## src/rtl/cnt_sched_pkg.sv

```systemverilog
// cnt_sched_pkg: shared FSM state type, default sizes and the round-robin
// search helper used by the cnt_sched arbiter.
package cnt_sched_pkg;

    localparam int CNT_SCHED_NREQ   = 4;
    localparam int CNT_SCHED_WIDTH  = 8;
    localparam int CNT_SCHED_MAXREQ = 8;

    typedef enum logic [1:0] {
        ST_IDLE  = 2'd0,
        ST_LOAD  = 2'd1,
        ST_COUNT = 2'd2,
        ST_DONE  = 2'd3
    } state_e;

    // Index of the first set bit of req at or after ptr, wrapping modulo nreq.
    // Returns 0 when req is empty; callers qualify the result with |req.
    function automatic logic [2:0] rr_pick(input logic [7:0] req,
                                           input logic [2:0] ptr,
                                           input logic [3:0] nreq);
        logic [2:0] pick;
        logic       found;
        logic [3:0] idx;
        pick  = 3'd0;
        found = 1'b0;
        for (int k = 0; k < CNT_SCHED_MAXREQ; k++) begin
            idx = {1'b0, ptr} + 4'(k);
            if (idx >= nreq) begin
                idx = idx - nreq;
            end else begin
                idx = idx;
            end
            if ((4'(k) < nreq) && !found && req[idx[2:0]]) begin
                pick  = idx[2:0];
                found = 1'b1;
            end else begin
                pick  = pick;
            end
        end
        return pick;
    endfunction

endpackage

```

## src/rtl/cnt_sched_if.sv

```systemverilog
// cnt_sched_if: client-side bundle of the shared counter scheduler.
// master = requester side, slave = cnt_sched side.
interface cnt_sched_if
    import cnt_sched_pkg::*;
#(
    parameter int NREQ  = CNT_SCHED_NREQ,
    parameter int WIDTH = CNT_SCHED_WIDTH
);
    localparam int IDXW = (NREQ > 1) ? $clog2(NREQ) : 1;

    logic [NREQ-1:0]       req;
    logic [NREQ*WIDTH-1:0] start_val;
    logic [NREQ*WIDTH-1:0] end_val;
    logic [NREQ-1:0]       gnt;
    logic [NREQ-1:0]       done;
    logic                  busy;
    logic [IDXW-1:0]       owner;
    logic [WIDTH-1:0]      count_out;

    modport master (
        output req, start_val, end_val,
        input  gnt, done, busy, owner, count_out
    );

    modport slave (
        input  req, start_val, end_val,
        output gnt, done, busy, owner, count_out
    );
endinterface

```

## src/rtl/cnt_sched_rr_arb.sv

```systemverilog
// cnt_sched_rr_arb: combinational arbiter, pending requests + pointer ->
// one-hot winner and its index.
// Build option CNT_SCHED_FIXED_PRIO_EN: fixed priority (lowest index wins),
// the pointer input is removed. Default: round-robin from the pointer.
module cnt_sched_rr_arb
    import cnt_sched_pkg::*;
#(
    parameter int NREQ = CNT_SCHED_NREQ,
    parameter int IDXW = (NREQ > 1) ? $clog2(NREQ) : 1
) (
    input  logic [NREQ-1:0] req,
`ifndef CNT_SCHED_FIXED_PRIO_EN
    input  logic [IDXW-1:0] ptr,
`endif
    output logic            win_vld,
    output logic [IDXW-1:0] win_idx,
    output logic [NREQ-1:0] win_oh
);
    logic [7:0] req_pad_s;
    logic [2:0] ptr_pad_s;
    logic [2:0] pick_s;

    // Zero-extend request vector and pointer to the helper's 8-requester width.
    always_comb begin
        req_pad_s           = 8'd0;
        req_pad_s[NREQ-1:0] = req;
        ptr_pad_s           = 3'd0;
`ifndef CNT_SCHED_FIXED_PRIO_EN
        ptr_pad_s[IDXW-1:0] = ptr;
`endif
    end

    // Pick the winner; fixed priority is a search that always starts at 0.
    always_comb begin
        pick_s  = rr_pick(req_pad_s, ptr_pad_s, 4'(NREQ));
        win_vld = |req;
        win_idx = pick_s[IDXW-1:0];
        win_oh  = {NREQ{1'b0}};
        if (win_vld) begin
            win_oh[win_idx] = 1'b1;
        end else begin
            win_oh = {NREQ{1'b0}};
        end
    end
endmodule

```

## src/rtl/cnt_sched.sv

```systemverilog
// cnt_sched: one WIDTH-bit up-counter shared by NREQ requesters. The arbiter
// picks an owner, the FSM loads start, counts to end (mod 2**WIDTH), pulses
// done to the owner and releases. Dropping req[owner] before DONE aborts.
// Build option CNT_SCHED_FIXED_PRIO_EN: fixed-priority arbitration, no rr pointer.
module cnt_sched
    import cnt_sched_pkg::*;
#(
    parameter int NREQ  = CNT_SCHED_NREQ,
    parameter int WIDTH = CNT_SCHED_WIDTH
) (
    input  logic       clk,
    input  logic       reset,
    cnt_sched_if.slave bus
);
    localparam int IDXW = (NREQ > 1) ? $clog2(NREQ) : 1;

    state_e           state_r, state_nxt_s;
    logic [NREQ-1:0]  gnt_r, gnt_nxt_s;
    logic [NREQ-1:0]  done_r, done_nxt_s;
    logic             busy_r;
    logic [IDXW-1:0]  owner_r, owner_nxt_s;
    logic [WIDTH-1:0] count_r, count_nxt_s;
    logic [WIDTH-1:0] start_lat_r, start_lat_nxt_s;
    logic [WIDTH-1:0] end_lat_r, end_lat_nxt_s;
    logic             arb_vld_s;
    logic [IDXW-1:0]  arb_idx_s;
    logic [NREQ-1:0]  arb_oh_s;
    logic             req_own_s;
`ifndef CNT_SCHED_FIXED_PRIO_EN
    logic [IDXW-1:0]  ptr_r, ptr_adv_s;
`endif

    cnt_sched_rr_arb #(.NREQ(NREQ), .IDXW(IDXW)) u_arb (
        .req     (bus.req),
`ifndef CNT_SCHED_FIXED_PRIO_EN
        .ptr     (ptr_r),
`endif
        .win_vld (arb_vld_s),
        .win_idx (arb_idx_s),
        .win_oh  (arb_oh_s)
    );

    assign req_own_s = bus.req[owner_r];

    // FSM state register.
    always_ff @(posedge clk or negedge reset) begin
        if (!reset) begin
            state_r <= ST_IDLE;
        end else begin
            state_r <= state_nxt_s;
        end
    end

    // FSM next state: an owner dropping its request before DONE aborts the session.
    always_comb begin
        state_nxt_s = state_r;
        case (state_r)
            ST_IDLE: begin
                if (arb_vld_s) state_nxt_s = ST_LOAD;
                else           state_nxt_s = ST_IDLE;
            end
            ST_LOAD: begin
                if (!req_own_s) state_nxt_s = ST_IDLE;
                else            state_nxt_s = ST_COUNT;
            end
            ST_COUNT: begin
                if (!req_own_s)                  state_nxt_s = ST_IDLE;
                else if (count_r == end_lat_r)   state_nxt_s = ST_DONE;
                else                             state_nxt_s = ST_COUNT;
            end
            ST_DONE: state_nxt_s = ST_IDLE;
            default: state_nxt_s = ST_IDLE;
        endcase
    end

    // FSM outputs: next values of grant, done, owner, counter and latched bounds.
    always_comb begin
        gnt_nxt_s       = gnt_r;
        done_nxt_s      = {NREQ{1'b0}};
        owner_nxt_s     = owner_r;
        count_nxt_s     = count_r;
        start_lat_nxt_s = start_lat_r;
        end_lat_nxt_s   = end_lat_r;
        case (state_r)
            ST_IDLE: begin
                if (arb_vld_s) begin
                    gnt_nxt_s       = arb_oh_s;
                    owner_nxt_s     = arb_idx_s;
                    start_lat_nxt_s = bus.start_val[arb_idx_s*WIDTH +: WIDTH];
                    end_lat_nxt_s   = bus.end_val[arb_idx_s*WIDTH +: WIDTH];
                end else begin
                    gnt_nxt_s       = {NREQ{1'b0}};
                end
            end
            ST_LOAD: begin
                if (!req_own_s) gnt_nxt_s   = {NREQ{1'b0}};
                else            count_nxt_s = start_lat_r;
            end
            ST_COUNT: begin
                if (!req_own_s)                gnt_nxt_s   = {NREQ{1'b0}};
                else if (count_r == end_lat_r) done_nxt_s  = gnt_r;
                else                           count_nxt_s = count_r + WIDTH'(1);
            end
            ST_DONE: gnt_nxt_s = {NREQ{1'b0}};
            default: gnt_nxt_s = {NREQ{1'b0}};
        endcase
    end

    // Registered outputs and datapath; the counter holds across aborts.
    always_ff @(posedge clk or negedge reset) begin
        if (!reset) begin
            gnt_r       <= {NREQ{1'b0}};
            done_r      <= {NREQ{1'b0}};
            busy_r      <= 1'b0;
            owner_r     <= {IDXW{1'b0}};
            count_r     <= {WIDTH{1'b0}};
            start_lat_r <= {WIDTH{1'b0}};
            end_lat_r   <= {WIDTH{1'b0}};
        end else begin
            gnt_r       <= gnt_nxt_s;
            done_r      <= done_nxt_s;
            busy_r      <= (state_nxt_s != ST_IDLE);
            owner_r     <= owner_nxt_s;
            count_r     <= count_nxt_s;
            start_lat_r <= start_lat_nxt_s;
            end_lat_r   <= end_lat_nxt_s;
        end
    end

`ifndef CNT_SCHED_FIXED_PRIO_EN
    // Pointer successor of the current owner, wrapping at NREQ.
    always_comb begin
        if (owner_r == IDXW'(NREQ - 1)) ptr_adv_s = {IDXW{1'b0}};
        else                            ptr_adv_s = owner_r + IDXW'(1);
    end

    // Round-robin pointer moves past the owner whenever a session ends.
    always_ff @(posedge clk or negedge reset) begin
        if (!reset) begin
            ptr_r <= {IDXW{1'b0}};
        end else if ((state_r != ST_IDLE) && (state_nxt_s == ST_IDLE)) begin
            ptr_r <= ptr_adv_s;
        end else begin
            ptr_r <= ptr_r;
        end
    end
`endif

    assign bus.gnt       = gnt_r;
    assign bus.done      = done_r;
    assign bus.busy      = busy_r;
    assign bus.owner     = owner_r;
    assign bus.count_out = count_r;
endmodule

```

## src/flat_wrapper.sv

```systemverilog
// flat-port wrapper written by rule: the top's interface ports become plain ports
module cnt_sched_flat import cnt_sched_pkg::*;
#(
    parameter int NREQ  = CNT_SCHED_NREQ,
    parameter int WIDTH = CNT_SCHED_WIDTH
)
  (clk, reset, bus_req, bus_start_val, bus_end_val, bus_gnt, bus_done, bus_busy, bus_owner, bus_count_out);
  cnt_sched_if #(.NREQ(NREQ), .WIDTH(WIDTH)) bus_i ();
  input  logic clk;
  input  logic reset;
  input wire logic [$bits(bus_i.req)-1:0] bus_req;
  input wire logic [$bits(bus_i.start_val)-1:0] bus_start_val;
  input wire logic [$bits(bus_i.end_val)-1:0] bus_end_val;
  output wire logic [$bits(bus_i.gnt)-1:0] bus_gnt;
  output wire logic [$bits(bus_i.done)-1:0] bus_done;
  output wire logic [$bits(bus_i.busy)-1:0] bus_busy;
  output wire logic [$bits(bus_i.owner)-1:0] bus_owner;
  output wire logic [$bits(bus_i.count_out)-1:0] bus_count_out;
  assign bus_i.req = bus_req;
  assign bus_i.start_val = bus_start_val;
  assign bus_i.end_val = bus_end_val;
  assign bus_gnt = bus_i.gnt;
  assign bus_done = bus_i.done;
  assign bus_busy = bus_i.busy;
  assign bus_owner = bus_i.owner;
  assign bus_count_out = bus_i.count_out;
  cnt_sched #(.NREQ(NREQ), .WIDTH(WIDTH)) u_core (.clk(clk), .reset(reset), .bus(bus_i));
endmodule
```

## config.mk

```make
export PLATFORM = sky130hd
export DESIGN_NAME = cnt_sched_flat
export DESIGN_NICKNAME = d
export VERILOG_FILES = /design/src/rtl/cnt_sched_pkg.sv /design/src/rtl/cnt_sched_if.sv /design/src/rtl/cnt_sched_rr_arb.sv /design/src/rtl/cnt_sched.sv /design/src/flat_wrapper.sv
export SDC_FILE = /design/constraint.sdc
export NUM_CORES = 1
export LEC_CHECK = 0
export ABC_AREA = 0
export CORE_ASPECT_RATIO = 0.5
export CORE_UTILIZATION = 30
export CTS_CLUSTER_DIAMETER = 200
export DETAILED_ROUTE_END_ITERATION = 16
export PLACE_DENSITY = 0.67
export SLEW_MARGIN = 20
export SYNTH_ARGS = -nofsm -noshare
export SYNTH_HDL_FRONTEND = slang
export SYNTH_SLANG_ARGS = --single-unit
```

## constraint.sdc

```tcl
create_clock -name clk -period 2 [get_ports clk]
set_input_delay 0.3 -clock clk [delete_from_list [all_inputs] [get_ports clk]]
set_output_delay 0.3 -clock clk [all_outputs]
set_load 0.005 [all_outputs]
```

==> results of run 1 <==
==> per-stage QoR <==
stage	hold slack (ps)	util	setup TNS [ps]	power (W)	setup slack, ps
2_1_floorplan	4.41	-	-1270	0.00309	-112
3_3_place_gp	271	0.478	-11410	0.00430	-635
3_5_place_dp	280	0.478	-12920	0.00437	-707
4_1_cts	511	0.506	-2410	0.00528	-251
5_1_grt	534	0.511	-4630	0.00575	-398
6_report	507	0.511	-2600	0.00535	-266
==> registers in the layout (all words and copies together), names as in the netlist <==
name                  count
u_core.start_lat_r        8
u_core.state_r            2
u_core.ptr_r              2
u_core.bus.done           4
u_core.end_lat_r          8
u_core.bus.busy           1
u_core.bus.gnt            4
u_core.bus.owner          2
u_core.bus.count_out      8
==> area by class of cell <==
cell class | instances | area (um^2)
Fill cell | 644 | 3620
Clock buffer | 5 | 125
Tap cell | 96 | 120
Multi-Input combinational cell | 182 | 1300
Clock inverter | 3 | 23.8
Inverter | 6 | 22.5
Sequential cell | 39 | 976
Timing Repair Buffer | 124 | 1220
==> cells by family (layout without fill, tap and decap cells) <==
group                    after synthesis  after routing  share of synthesized area
flip-flops                            39             39                      0.420
AND/OR/NAND/NOR                       72             72                      0.148
XOR/XNOR                               8              8                     0.0302
AO/OA/AOI/OAI                         76             76                      0.230
adder cells (fa/ha/maj)                5              5                     0.0270
multiplexers                          21             21                      0.104
buffers and inverters                 22            138                     0.0404
==> what timing repair did <==
action / 4_1_cts / 5_1_grt
hold buffers: 1 / 0
gates resized for setup: 9 / 11
hold endpoints to repair: 19 / 0
gates cloned: 0 / 0
buffers inserted: 4 / 2
setup endpoints to repair: 21 / 19
pin swaps: 9 / 20
==> worst max-delay path: stages, from the launching register on <==
cell and delay [ps]:
dfrtp_1 400, a21bo_1 200, a222oi_1 380, buf_4 240
mux2_1 340, a222oi_1 350, buf_4 180, a21oi_1 60
==> cells in the final DEF, fill, tap and decap left out, types with 3 or more instances in the layout <==
| cell type | synthesis | final |
|---|---|---|
| buf_6 | 0 | 4 |
| inv_1 | 6 | 6 |
| a32oi_1 | 3 | 3 |
| nand2b_1 | 5 | 5 |
| ha_1 | 5 | 5 |
| nand2_1 | 20 | 20 |
| nor2_1 | 21 | 21 |
| o21ai_0 | 9 | 9 |
| mux2i_1 | 5 | 5 |
| mux2_1 | 12 | 4 |
| mux2_4 | 0 | 9 |
| and3_1 | 8 | 7 |
| a22oi_1 | 6 | 5 |
| xnor2_1 | 8 | 8 |
| a222oi_1 | 14 | 14 |
| clkdlybuf4s50_1 | 0 | 84 |
| o21ai_1 | 9 | 9 |
| o21a_1 | 7 | 7 |
| buf_4 | 2 | 26 |
| nand3_1 | 4 | 4 |
| clkbuf_16 | 0 | 5 |
| a21oi_1 | 15 | 15 |
| a31oi_1 | 3 | 3 |
| buf_12 | 0 | 4 |
| dfrtp_1 | 39 | 39 |
==> worst paths after layout <==
check                                                           end  slack (ps)                          start
worst max-delay path              u_core.start_lat_r[2]$_DFFE_PN0P_        -270    u_core.ptr_r[1]$_DFFE_PN0P_
worst min-delay path            u_core.bus.count_out[4]$_DFFE_PN0P_         510                          reset
worst max register to register    u_core.start_lat_r[2]$_DFFE_PN0P_        -270    u_core.ptr_r[1]$_DFFE_PN0P_
worst min register to register        u_core.bus.gnt[1]$_DFFE_PN0P_         510  u_core.bus.gnt[1]$_DFFE_PN0P_
max in group asynchronous         u_core.start_lat_r[1]$_DFFE_PN0P_         970                          reset
min in group clk                      u_core.bus.gnt[1]$_DFFE_PN0P_         510  u_core.bus.gnt[1]$_DFFE_PN0P_
==> power by group through the flow <==
stage | registers [W] | logic (W) | clock network [W]
after CTS | 0.00154 | 0.00292 | 0.000816
after detailed placement | 0.00155 | 0.00282 | 0
after global placement | 0.00153 | 0.00277 | 0
final | 0.00154 | 0.00300 | 0.000813
after global routing | 0.00159 | 0.00329 | 0.000870
after floorplan | 0.00145 | 0.00164 | 0
==> metal layers <==
layer	part of all wire	vias to the layer above
met1	0.50	1159
li1	-	1137
met2	0.47	49
met4	0.0065	0
met5	0	-
met3	0.025	6
==> flow_summary_export.csv, run 1 <==
group,metric,value,unit
clocking,insertion_delay,280,ps
synth,synth_top_area_frac,0.420,
synth,ys_seq_elements,39,
drt,antenna_left,0,
setup_path,worstRegToRegCells,7,
placed_design,dpl_cell_area,0.00354,mm^2
global_route,gr-total-overflow,0,
synth,synth_ff_type,"dfrtp_1",
drt,wl_per_cell,15.6,um
floorplan,die_y,64.2,um
floorplan,rows,22,
finish,fin_area,0.00379,mm^2
clocking,clk_path_buf_depth,2,
global_route,grt_pass1_vias,2297,
pwr,cellLeakagePower,1.59,nW
global_route,grt_busiest_layer,"met2",
finish,drive_gt1_frac,0.170,
pwr,p_comb_frac,0.560,
placed_design,io_buffers,88,
setup_path,critPathRequiredTime,2170,ps
finish,nets,433,
drt,drt_iter0_drc,205,
synth,synthArstFlopShare,1.00,
floorplan,io_pins,89,
finish,antenna_cells,0,
min_path,hold_path.class,"in2async",
clocking,cts.clk_slew.worst_paths,60,ps
sta,fin_crit_sh,1.13,
sta,worst_slew_pin_slew,468,ps
sta,fmax,0.441,GHz
global_route,grt_max_degree,37,
synth,yosys_warnings,0,
clocking,cts.sinks,39,
synth,syn-num-nets,318,
global_route,globalRouteMet2Util,0.302,
floorplan,die_area,0.00811,mm^2
sta,finalClockSkew,2.19,ps
placed_design,dp.cells,442,
sta,finalHoldViolations,0,
sta,period_minus_slack,2270,ps
drt,vias,2351,
synth,synth-edff-count,0,
job,maxCapViolCount,0,
global_route,gr-usage-met3,0.0276,
synth,yosysSeqAreaShare,0.420,
clocking,cts_max_level,2,
pwr,irDropWorstVdd,0.456,mV
setup_path,end_kind,"flip-flop",
drt,viasPerCell,5.17,
setup_path,path_class,"reg2reg",
sta,rsz0062_at_grt,"yes",
drt,routed_wl,7090,um
placed_design,gp_congestion,0.829,
synth,synth.cell_area,0.00232,mm^2
setup_path,startpoint_type,"flip-flop",
pwr,p_sw,0.00207,W
floorplan,core_area,0.00740,mm^2
finish,layoutNonFillerInstCount,455,
finish,synthToLayoutAreaGrowth,63.1,%
synth,synthTopCellsByArea,"dfrtp_1, a222oi_1, mux2_1",
drt,drc_errors,0,
setup_path,crit_arrival,2430,ps
sta,slew_headroom,0.688,
sta,slew_violations,0,
setup_path,cp_max_fo,6,
pwr,p_clk_frac,0.152,
placed_design,dpl.hpwl,5510,um
status,status,"finished, violations left",
sta,worst_slack,-266,ps
floorplan,die_w,126,um
drt,first_pass_iters,7,
synth,synth_common_cells,"dfrtp_1, nor2_1, nand2_1",
pwr,powerDensity,1410,mW/mm^2
sta,setup_viol_count_final,13,
pwr,p_seq_frac,0.288,
clocking,cts_buffers,5,
status,violations,"setup timing",
floorplan,start_util,0.313,
synth,synth_top_cell_by_area,"dfrtp_1",
synth,synth_cells,243,
global_route,grt_pass1_wl,11400,um
global_route,grt_util_all_layers,0.181,
global_route,grt_use_met1,0.248,
synth,synth.avg_cell_area,9.55,um^2
clocking,clock-root-buffer,"clkbuf_16",
global_route,antenna_found_initial,0,
clocking,cts_tree,"built",
pwr,intPower,0.00328,W
synth,synth_most_common_cell,"dfrtp_1",
pwr,switching_share,0.387,
synth,ys_types,42,
Note: power is estimated with default switching activity, not from simulation.
==> run 2, diff against run 1 <==
--- a/config.mk
+++ b/config.mk
@@ -7,10 +7,12 @@
 export LEC_CHECK = 0
 export ABC_AREA = 0
 export CORE_ASPECT_RATIO = 0.5
+export CORE_MARGIN = 2
 export CORE_UTILIZATION = 30
 export CTS_CLUSTER_DIAMETER = 200
 export DETAILED_ROUTE_END_ITERATION = 16
-export PLACE_DENSITY = 0.67
+export MAX_ROUTING_LAYER = met4
+export PLACE_DENSITY = 0.64
 export SLEW_MARGIN = 20
 export SYNTH_ARGS = -nofsm -noshare
 export SYNTH_HDL_FRONTEND = slang
==> constraint.sdc (replaced) <==
create_clock -name clk -period 2.63 [get_ports clk]
set_input_delay 0.3945 -clock clk [delete_from_list [all_inputs] [get_ports clk]]
set_output_delay 0.3945 -clock clk [all_outputs]
set_load 0.005 [all_outputs]
==> run 2 against run 1 <==
  * The run now ends clean
  * Register-to-register slack improved by 420 ps
  * Clock power fell by 15%
  * Global-route usage is 0.29 points lower
  * Design area shrank 4.4%
  * Sequential power fell by 21%
  * Flip-flop and latch count stayed put
  * Via count down 0.72%
  * Clock skew increased by 3.6 ps
  * Die area up 4.7%
  * Sequential share of layout area rose by 1.2 points
  * Critical path type is now in2reg
  * Largest cell class unchanged
  * Highest routed layer unchanged
==> flow_summary_export.csv, run 2 (same netlist as run 1, synthesis figures left out) <==
group,metric,value,unit
sta,slew_violations,0,
global_route,grt_pass1_wl,11600,um
setup_path,critPathSlowestCell,"clkdlybuf4s50_1",
floorplan,start_util,0.313,
pwr,p_sw,0.00154,W
setup_path,cp_max_fo,3,
finish,mostFrequentLayoutCells,"clkdlybuf4s50_1, dfrtp_1, nor2_1",
global_route,antenna_found_initial,0,
setup_path,setup.worst_path.start,"bus_req[0]",
setup_path,end_kind,"flip-flop",
floorplan,rows,22,
finish,nets,419,
pwr,cellLeakagePower,1.49,nW
drt,drt_iter0_drc,189,
min_path,hold_path.class,"in2async",
placed_design,gp_congestion,0.835,
global_route,grt_max_degree,40,
placed_design,io_buffers,88,
finish,final_common_cell,"clkdlybuf4s50_1",
clocking,clock-root-buffer,"clkbuf_16",
pwr,irDropWorstVdd,0.381,mV
clocking,cts.clk_slew.worst_paths,60,ps
setup_path,cpMostUsedCell,"buf_4",
sta,setup_tns,0,ps
floorplan,core_area,0.00740,mm^2
clocking,cts_tree,"built",
pwr,p_clk_frac,0.175,
sta,period_minus_slack,2490,ps
pwr,p_comb_frac,0.517,
sta,finalClockSkew,5.83,ps
setup_path,path_depth,9,
setup_path,crit_arrival,2650,ps
finish,drive_gt1_frac,0.113,
setup_path,critPathRequiredTime,2780,ps
global_route,grt_pass1_vias,2309,
job,maxCapViolCount,0,
setup_path,worstRegToRegCells,8,
finish,antenna_cells,0,
pwr,powerDensity,1090,mW/mm^2
clocking,cts_max_level,2,
sta,slew_headroom,0.427,
pwr,intPower,0.00240,W
pwr,switching_share,0.391,
global_route,gr-total-overflow,0,
setup_path,r2r_slack,150,ps
floorplan,die_area,0.00850,mm^2
drt,first_pass_iters,5,
setup_path,critPathTopFamily,"compound AO/OA/AOI/OAI gates",
setup_path,r2r_start,"u_core.ptr_r[1]$_DFFE_PN0P_",
sta,fmax,0.401,GHz
drt,vias,2334,
drt,viasPerCell,5.29,
finish,multi_input_area,0.00126,mm^2
setup_path,timing.rr.end,"u_core.start_lat_r[3]$_DFFE_PN0P_",
sta,rsz0062_at_grt,"no",
setup_path,startpoint_type,"input pin",
floorplan,die_y,66.2,um
sta,setup_viol_count_final,0,
setup_path,path_cells,"clkdlybuf4s50_1, a21bo_1, a222oi_1, buf_4, buf_4, mux2_1, a222oi_1, buf_4, a21oi_1",
floorplan,io_pins,89,
sta,worst_slew_pin_slew,859,ps
drt,antenna_left,0,
setup_path,crit_buf_inv,4,
status,status,"finished clean",
global_route,grt_util_all_layers,0.178,
sta,whs,229,ps
clocking,clk_path_buf_depth,2,
setup_path,crit_path_max_incr_delay,430,ps
finish,synthToLayoutAreaGrowth,56.0,%
placed_design,dpl.hpwl,5320,um
setup_path,path_class,"in2reg",
drt,routed_wl,7110,um
sta,finalHoldViolations,0,
clocking,cts_buffers,5,
finish,n_fill_cell,674,
pwr,p_seq_frac,0.308,
clocking,insertion_delay,280,ps
drt,wl_per_cell,16.1,um
sta,fin_crit_sh,0.948,
drt,drc_errors,0,
clocking,cts.sinks,39,
finish,ff_latch_area,976,um^2
floorplan,die_w,128,um
setup_path,crit_end,"u_core.start_lat_r[3]$_DFFE_PN0P_",
## run 2: cell count changes in the layout (fill, tap and decap cells not counted), sizes merged
cell,before,now
buf,36,23
clkdlybuf4s50,84,86
clkinv,0,2
clkinvlp,2,0
dlygate4sd2,2,0
bufinv,0,1
dlygate4sd3,1,0
inv,7,6
## run 2: area by class of cell
class,instances,share of cell area
clock inverter,3,0.0121
multi-input combinational,182,0.348
sequential,39,0.270
inverter,6,0.00622
timing repair buffer,110,0.296
clock buffer,5,0.0346
tap,96,0.0332
## run 2: power groups by stage
stage                     Sequential [W]  Clock [W]  Combinational, W
after detailed placement         0.00121          0           0.00195
after CTS                        0.00121   0.000696           0.00198
after global routing             0.00126   0.000728           0.00228
after floorplan                  0.00110          0           0.00123
final                            0.00121   0.000691           0.00204
after global placement           0.00120          0           0.00192
## run 2: through the flow
step	worst slack [ps]	std cells	utilization	area [um^2]	total power, W
2_1_floorplan	410	243	-	2320	0.00233
3_3_place_gp	-188	427	0.459	3400	0.00312
3_5_place_dp	-222	427	0.459	3400	0.00316
4_1_cts	45.5	435	0.482	3570	0.00388
5_1_grt	3.20	441	0.489	3620	0.00427
6_report	136	441	0.489	3620	0.00394
## run 2: how the worst min path moves through the flow
stage,startpoint,end,slack (ps),cells after the start
after global placement,u_core.bus.gnt[2]$_DFFE_PN0P_,u_core.bus.gnt[2]$_DFFE_PN0P_,490,2
after global routing,reset,u_core.bus.owner[0]$_DFFE_PN0P_,300,1
after detailed placement,u_core.bus.gnt[2]$_DFFE_PN0P_,u_core.bus.gnt[2]$_DFFE_PN0P_,500,2
after floorplan,reset,u_core.bus.busy$_DFF_PN0_,100,0
after CTS,reset,u_core.bus.owner[0]$_DFFE_PN0P_,270,1
final,reset,u_core.bus.owner[0]$_DFFE_PN0P_,230,1
## run 2: layer usage
metal	global-route usage	part of all wire	up-vias
li1	-	-	1109
met1	0.252	0.47	1127
met2	0.273	0.46	96
met3	0.0307	0.064	2
met4	0.0330	0.0038	0
met5	-	0	-
## run 2: repair_timing
action | CTS | global route
hold buffers | 0 | 0
resized for setup | 0 | 3
endpoints found under the setup margin | 0 | 2
buffers inserted | 0 | 6
